===== src/rtl/fetch_decode_pkg.sv =====
// Shared definitions for the fetch/decode front-end.
//   - alu_op_e : ALU operation codes (ARM data-processing opcode encoding)
//   - instruction-class field constants
//   - ctrl_t   : packed control word produced by the decoder
package fetch_decode_pkg;

  typedef enum logic [3:0] {
    ALU_AND = 4'b0000,
    ALU_EOR = 4'b0001,
    ALU_SUB = 4'b0010,
    ALU_RSB = 4'b0011,
    ALU_ADD = 4'b0100,
    ALU_ADC = 4'b0101,
    ALU_SBC = 4'b0110,
    ALU_RSC = 4'b0111,
    ALU_TST = 4'b1000,
    ALU_TEQ = 4'b1001,
    ALU_CMP = 4'b1010,
    ALU_CMN = 4'b1011,
    ALU_ORR = 4'b1100,
    ALU_MOV = 4'b1101,
    ALU_BIC = 4'b1110,
    ALU_MVN = 4'b1111
  } alu_op_e;

  // Instruction-class selectors: [27:26] for DP / load-store, [27:25] for branch.
  localparam logic [1:0] CLS_DP     = 2'b00;
  localparam logic [1:0] CLS_LS     = 2'b01;
  localparam logic [2:0] CLS_BRANCH = 3'b101;

  typedef struct packed {
    logic    rf_en;
    alu_op_e alu_op;
    logic    load;
    logic    branch;
    logic    branch_link;
    logic    s_bit;
    logic    rw;
    logic    size;
    logic    datamem_en;
  } ctrl_t;

endpackage


===== src/rtl/fetch_decode_core_instr_decoder.sv =====
// instr_decoder: purely combinational decode of an IF/ID instruction word
// into the control word.
// Ports:
//   instruction in  [31:0]  instruction word (condition field ignored)
//   ctrl        out ctrl_t  decoded control word; all zero for NOP/unsupported
module instr_decoder
  import fetch_decode_pkg::*;
(
  input  logic [31:0] instruction,
  output ctrl_t       ctrl
);

  logic is_nop;

  // The all-zero word is an explicit NOP even though it lands in the DP class.
  assign is_nop = (instruction == 32'h0);

  always_comb begin
    ctrl = '0;
    if (!is_nop) begin
      if (instruction[27:26] == CLS_DP) begin
        ctrl.alu_op = alu_op_e'(instruction[24:21]);
        ctrl.s_bit  = instruction[20];
        // TST/TEQ/CMP/CMN (10xx) only set flags; no register write-back.
        ctrl.rf_en  = (instruction[24:23] != 2'b10);
      end else if (instruction[27:26] == CLS_LS) begin
        ctrl.datamem_en = 1'b1;
        ctrl.load       = instruction[20];
        ctrl.rf_en      = instruction[20];
        ctrl.rw         = ~instruction[20];
        ctrl.size       = instruction[22];
        // U bit picks whether the offset is added to or subtracted from the base.
        ctrl.alu_op     = instruction[23] ? ALU_ADD : ALU_SUB;
      end else if (instruction[27:25] == CLS_BRANCH) begin
        ctrl.branch      = 1'b1;
        ctrl.branch_link = instruction[24];
        ctrl.rf_en       = instruction[24];  // BL writes the return address to R14
        ctrl.alu_op      = ALU_ADD;
      end
    end
  end

endmodule


===== src/rtl/fetch_decode_core.sv =====
// fetch_decode_core: pipeline front-end. Holds the PC, computes PC+step and
// decodes the IF/ID instruction into control signals.
// Ports:
//   clk, reset (sync, active-high)
//   le             PC load enable (0 = stall)
//   branch_taken   select branch_target as next PC
//   branch_target  redirect address
//   instruction    IF/ID instruction word
//   pc_out         current PC (ROM address = pc_out[7:0])
//   pc_plus4       pc_out + PC_STEP (combinational, wraps modulo 2^32)
//   rf_en, alu_op, load, branch, branch_link, s_bit, rw, size, datamem_en
//                  decoded control outputs (combinational)
module fetch_decode_core
  import fetch_decode_pkg::*;
#(
  parameter logic [31:0] RESET_PC = 32'h0000_0000,
  parameter int unsigned PC_STEP  = 4
) (
  input  logic        clk,
  input  logic        reset,
  input  logic        le,
  input  logic        branch_taken,
  input  logic [31:0] branch_target,
  input  logic [31:0] instruction,
  output logic [31:0] pc_out,
  output logic [31:0] pc_plus4,
  output logic        rf_en,
  output logic [3:0]  alu_op,
  output logic        load,
  output logic        branch,
  output logic        branch_link,
  output logic        s_bit,
  output logic        rw,
  output logic        size,
  output logic        datamem_en
);

  localparam logic [31:0] STEP = 32'(PC_STEP);

  ctrl_t ctrl;

  assign pc_plus4 = pc_out + STEP;

  always_ff @(posedge clk) begin
    if (reset) begin
      pc_out <= RESET_PC;
    end else if (le) begin
      pc_out <= branch_taken ? branch_target : pc_plus4;
    end
  end

  instr_decoder u_decoder (
    .instruction (instruction),
    .ctrl        (ctrl)
  );

  assign rf_en       = ctrl.rf_en;
  assign alu_op      = ctrl.alu_op;
  assign load        = ctrl.load;
  assign branch      = ctrl.branch;
  assign branch_link = ctrl.branch_link;
  assign s_bit       = ctrl.s_bit;
  assign rw          = ctrl.rw;
  assign size        = ctrl.size;
  assign datamem_en  = ctrl.datamem_en;

endmodule


===== config.mk =====
export PLATFORM = sky130hd
export DESIGN_NAME = fetch_decode_core
export DESIGN_NICKNAME = d
export VERILOG_FILES = /design/src/rtl/fetch_decode_pkg.sv /design/src/rtl/fetch_decode_core_instr_decoder.sv /design/src/rtl/fetch_decode_core.sv
export SDC_FILE = /design/constraint.sdc
export NUM_CORES = 1
export LEC_CHECK = 0
export CAP_MARGIN = 20
export CORE_MARGIN = 4
export CORE_UTILIZATION = 37
export CTS_CLUSTER_SIZE = 28
export DETAILED_ROUTE_END_ITERATION = 12
export PLACE_DENSITY = 0.79
export SLEW_MARGIN = 20
export SYNTH_ARGS = -nofsm -noshare
export SYNTH_HDL_FRONTEND = slang
export SYNTH_HIERARCHICAL = 1
export SYNTH_SLANG_ARGS = --single-unit
export TNS_END_PERCENT = 50

===== constraint.sdc =====
create_clock -name clk -period 1.85 [get_ports clk]
set_input_delay 0.4625 -clock clk [delete_from_list [all_inputs] [get_ports clk]]
set_output_delay 0.4625 -clock clk [all_outputs]
set_load 0.005 [all_outputs]

==> results_dict.tcl <==
set metrics [dict create \
    async_flop_share 0 \
    use_met3 0.0980 \
    chipWidth_um 94.6 \
    num_antenna_cells 0 \
    power_density_nw_per_um2 363 \
    cp.arrival_ns 2.15 \
    power_mw 2.26 \
    postSynthAreaPerCell_um2 7.34 \
    grt_util_met1 0.379 \
    ratio_of_cells_with_drive_above_1_in_the_final_layout 0.490 \
    dieArea_um2 8950 \
    holdBufCountCts 0 \
    first_pass_iteration_count_of_the_detailed_router 7 \
    endpoint_kind "primary output" \
    failing_checks "setup timing" \
    synthToLayoutAreaGrowth_pct 125 \
    grt_usage 0.363 \
    maxClockFrequency_mhz 383 \
    dp.cells 705 \
    synth_seq_cells 32 \
    irDropWorstVdd_mv 0.227 \
    synth_area_leaders "dfxtp_1, xnor2_1, nand2_1" \
    grtUsageMet2 0.637 \
    worst-slew-pin-transition_ns 0.516 \
    maxCapViolCount 0 \
    crit_path_class "register to primary output" \
    detailed_route_iter0_violations 690 \
    detailroute.via_count 5114 \
    grt_pass1_vias 4896 \
    setup_violations 45 \
    routed_wl_um 19300 \
    slew_viol_final 0 \
    ys_warn_count 6 \
    clkSlewWorstSetupHoldPaths_ns 0.08 \
    gpl.final_weighted_congestion 0.960 \
    area_of_the_multi_input_gates_um2 2450 \
    cp_data_required_time_ns 1.39 \
    coreArea_um2 7250 \
    dominantRegCellSynth "dfxtp_1" \
    leakagePower_nw 2.98 \
    fin_worst_skew_ns 0.00570 \
    largest-register "pc_out" \
    detail-route-antenna-nets 0 \
    largest_reg_flops 32 \
    maxSlewHeadroom 0.654 \
    nFillCells 365 \
    grt_pass1_wl_um 25200 \
    synth_top_area_frac 0.231 \
    area.sequential_um2 677 \
    cts_tree "yes" \
    setup_tns_ns -15.03 \
    synth_area_um2 2780 \
    std_cell_rows 31 \
    cts_sinks 32 \
    run_status "finished, violations left" \
    layout_min_cycle_time_ns 2.61 \
    final_cell_count_no_fill 781 \
    synth_seq_area_share 0.231 \
    die_y_um 94.6 \
    global_route.peak_usage_layer "met2" \
    setup_repair_after_global_routing_missed_its_margin "true" \
    dp_hpwl_um 9880 \
    antenna_found_initial 0 \
    synth_fp_nets 447 \
    cts_max_path_buffers 2 \
    count_of_different_cell_masters_after_synthesis 63 \
    cts-htree-levels 2 \
    grt_start_max_net_pins 23 \
    hold_ws_ns 0.490 \
    worst-path-max-fanout 3 \
    initial_core_util 0.383 \
    period_share 1.41 \
    design.final.nets 750 \
    route.detailed.vias_per_inst 6.55 \
    clk_root_buffer_cell "clkbuf_8" \
    syn-instance-count 378 \
    drc 0 \
    hold_class "register to register" \
    synth-edff-count 0 \
    boundaryPins 144 \
    synth_top_area_cell "dfxtp_1" \
    clock_network_latency_to_the_later_pin_of_the_worst_skew_pair_ns 0.30 \
    port-buffer-count 143 \
    tritoncts.num_buffers 5 \
    report.final.hold_viol_count 0 \
    avgRoutedWirePerCell_um 24.7 \
    largestRegisters "pc_out (32)" \
    fin_ws_ns -0.764 \
    overflow 0 \
    worstSetupStartpointType "register" \
    layout.core_utilization 0.859 \
]
final timing paths:
path                                              start                      end  slack [ns]  depth (start not counted)
worst max-delay path            pc_out[20]$_SDFFE_PP0P_             pc_plus4[31]       -0.76                          6
worst min register to register   pc_out[1]$_SDFFE_PP0P_   pc_out[1]$_SDFFE_PP0P_        0.49                          2
worst min-delay path             pc_out[1]$_SDFFE_PP0P_   pc_out[1]$_SDFFE_PP0P_        0.49                          2
worst max register to register  pc_out[20]$_SDFFE_PP0P_  pc_out[31]$_SDFFE_PP0P_       -0.35                          7
stage by stage:
step                cell area (µm²)  setup slack, ns
floorplan                      2900          -0.0817
global placement               5180           -0.742
detailed placement             5180           -0.778
CTS                            5910           -0.542
global route                   6230           -0.765
finish                         6230           -0.764
metal layers:
layer  share of wire  vias up
li1                -     2012
met1            0.33     2315
met2            0.45      565
met3            0.12      222
met4            0.10        0
met5               0        -
cells in the final DEF, fill, tap and decap left out, types with 5 or more instances in the layout:
cell type        netlist  layout
buf_4                  4     145
clkdlybuf4s50_1        0      60
buf_6                  1      44
buf_2                 10      37
nand2_1               38      34
nor2_1                38      31
dlygate4sd2_1          0      22
nand4_1               16      16
a21oi_1               17      16
inv_1                 16      15
dfxtp_1               32      15
nor4_4                 1      11
clkdlybuf4s15_1        0      11
dfxtp_2                0      11
nand3_1               15      10
a31oi_1               11      10
o21ai_0               12      10
xnor2_2                0       9
xnor2_1               17       8
xor2_1                10       8
a22oi_1                8       8
nor2_4                 0       7
and2_1                 7       6
a311o_1                6       6
clkbuf_8               0       6
dfxtp_4                0       6
nor4_1                16       5
critical path: stages, from the launching register on:
cell     delay (ns)
dfxtp_1        0.42
nand3_1        0.19
nor4_4         0.56
buf_4          0.22
nand4_1        0.14
xnor2_1        0.18
buf_2          0.13
area by class of cell:
type                            instances  share of cell area
Clock buffer                            8              0.0145
Timing Repair Buffer                  331               0.454
Inverter                               17              0.0102
Tap cell                               99              0.0199
Multi-Input combinational cell        294               0.393
Sequential cell                        32               0.109
repair_timing:
action / in CTS / in global routing
pin swaps: 60 / 45
endpoints found under the setup margin: 47 / 46
gates resized for setup: 307 / 54
gates cloned: 1 / 0
buffers inserted: 51 / 25
cells by family after synthesis:
family | Yosys count | synth area share
AO/OA/AOI/OAI | 96 | 0.251
buffers and inverters | 52 | 0.0834
multiplexers | 4 | 0.0149
XOR/XNOR | 27 | 0.0852
adder cells (fa/ha/maj) | 1 | 0.00451
AND/OR/NAND/NOR | 166 | 0.330
flip-flops | 32 | 0.231
synthesized netlist by cell type, types with 2 or more instances:
| cell | number |
|---|---|
| a22o_1 | 2 |
| or4_1 | 2 |
| nor2_1 | 38 |
| a32oi_1 | 4 |
| a311o_1 | 6 |
| a21oi_1 | 17 |
| o221ai_1 | 3 |
| a41oi_1 | 3 |
| o21ai_0 | 12 |
| a211oi_1 | 4 |
| dfxtp_1 | 32 |
| a22oi_1 | 8 |
| nor3_1 | 6 |
| a31oi_1 | 11 |
| xnor2_1 | 17 |
| nor3b_1 | 2 |
| and3_1 | 5 |
| nand4_4 | 2 |
| and4_1 | 3 |
| nor4_2 | 3 |
| clkbuf_1 | 19 |
| a32o_1 | 2 |
| nand2_1 | 38 |
| o211ai_1 | 3 |
| nand2b_1 | 2 |
| nor3_2 | 2 |
| buf_4 | 4 |
| a211o_1 | 2 |
| nor4_1 | 16 |
| and2_1 | 7 |
| buf_2 | 10 |
| o2111ai_1 | 4 |
| nand3_1 | 15 |
| inv_1 | 16 |
| mux2i_1 | 3 |
| o41ai_1 | 3 |
| o31ai_1 | 2 |
| xor2_1 | 10 |
| nand4_1 | 16 |
where the power goes:
part / leakage (nW) / switching [mW] / total, mW / internal, mW
clock network: 0.0455 / 0.311 / 0.616 / 0.304
registers: 0.271 / 0.0432 / 0.772 / 0.729
logic: 2.66 / 0.423 / 0.872 / 0.449
(Power assumes the default switching activity.)
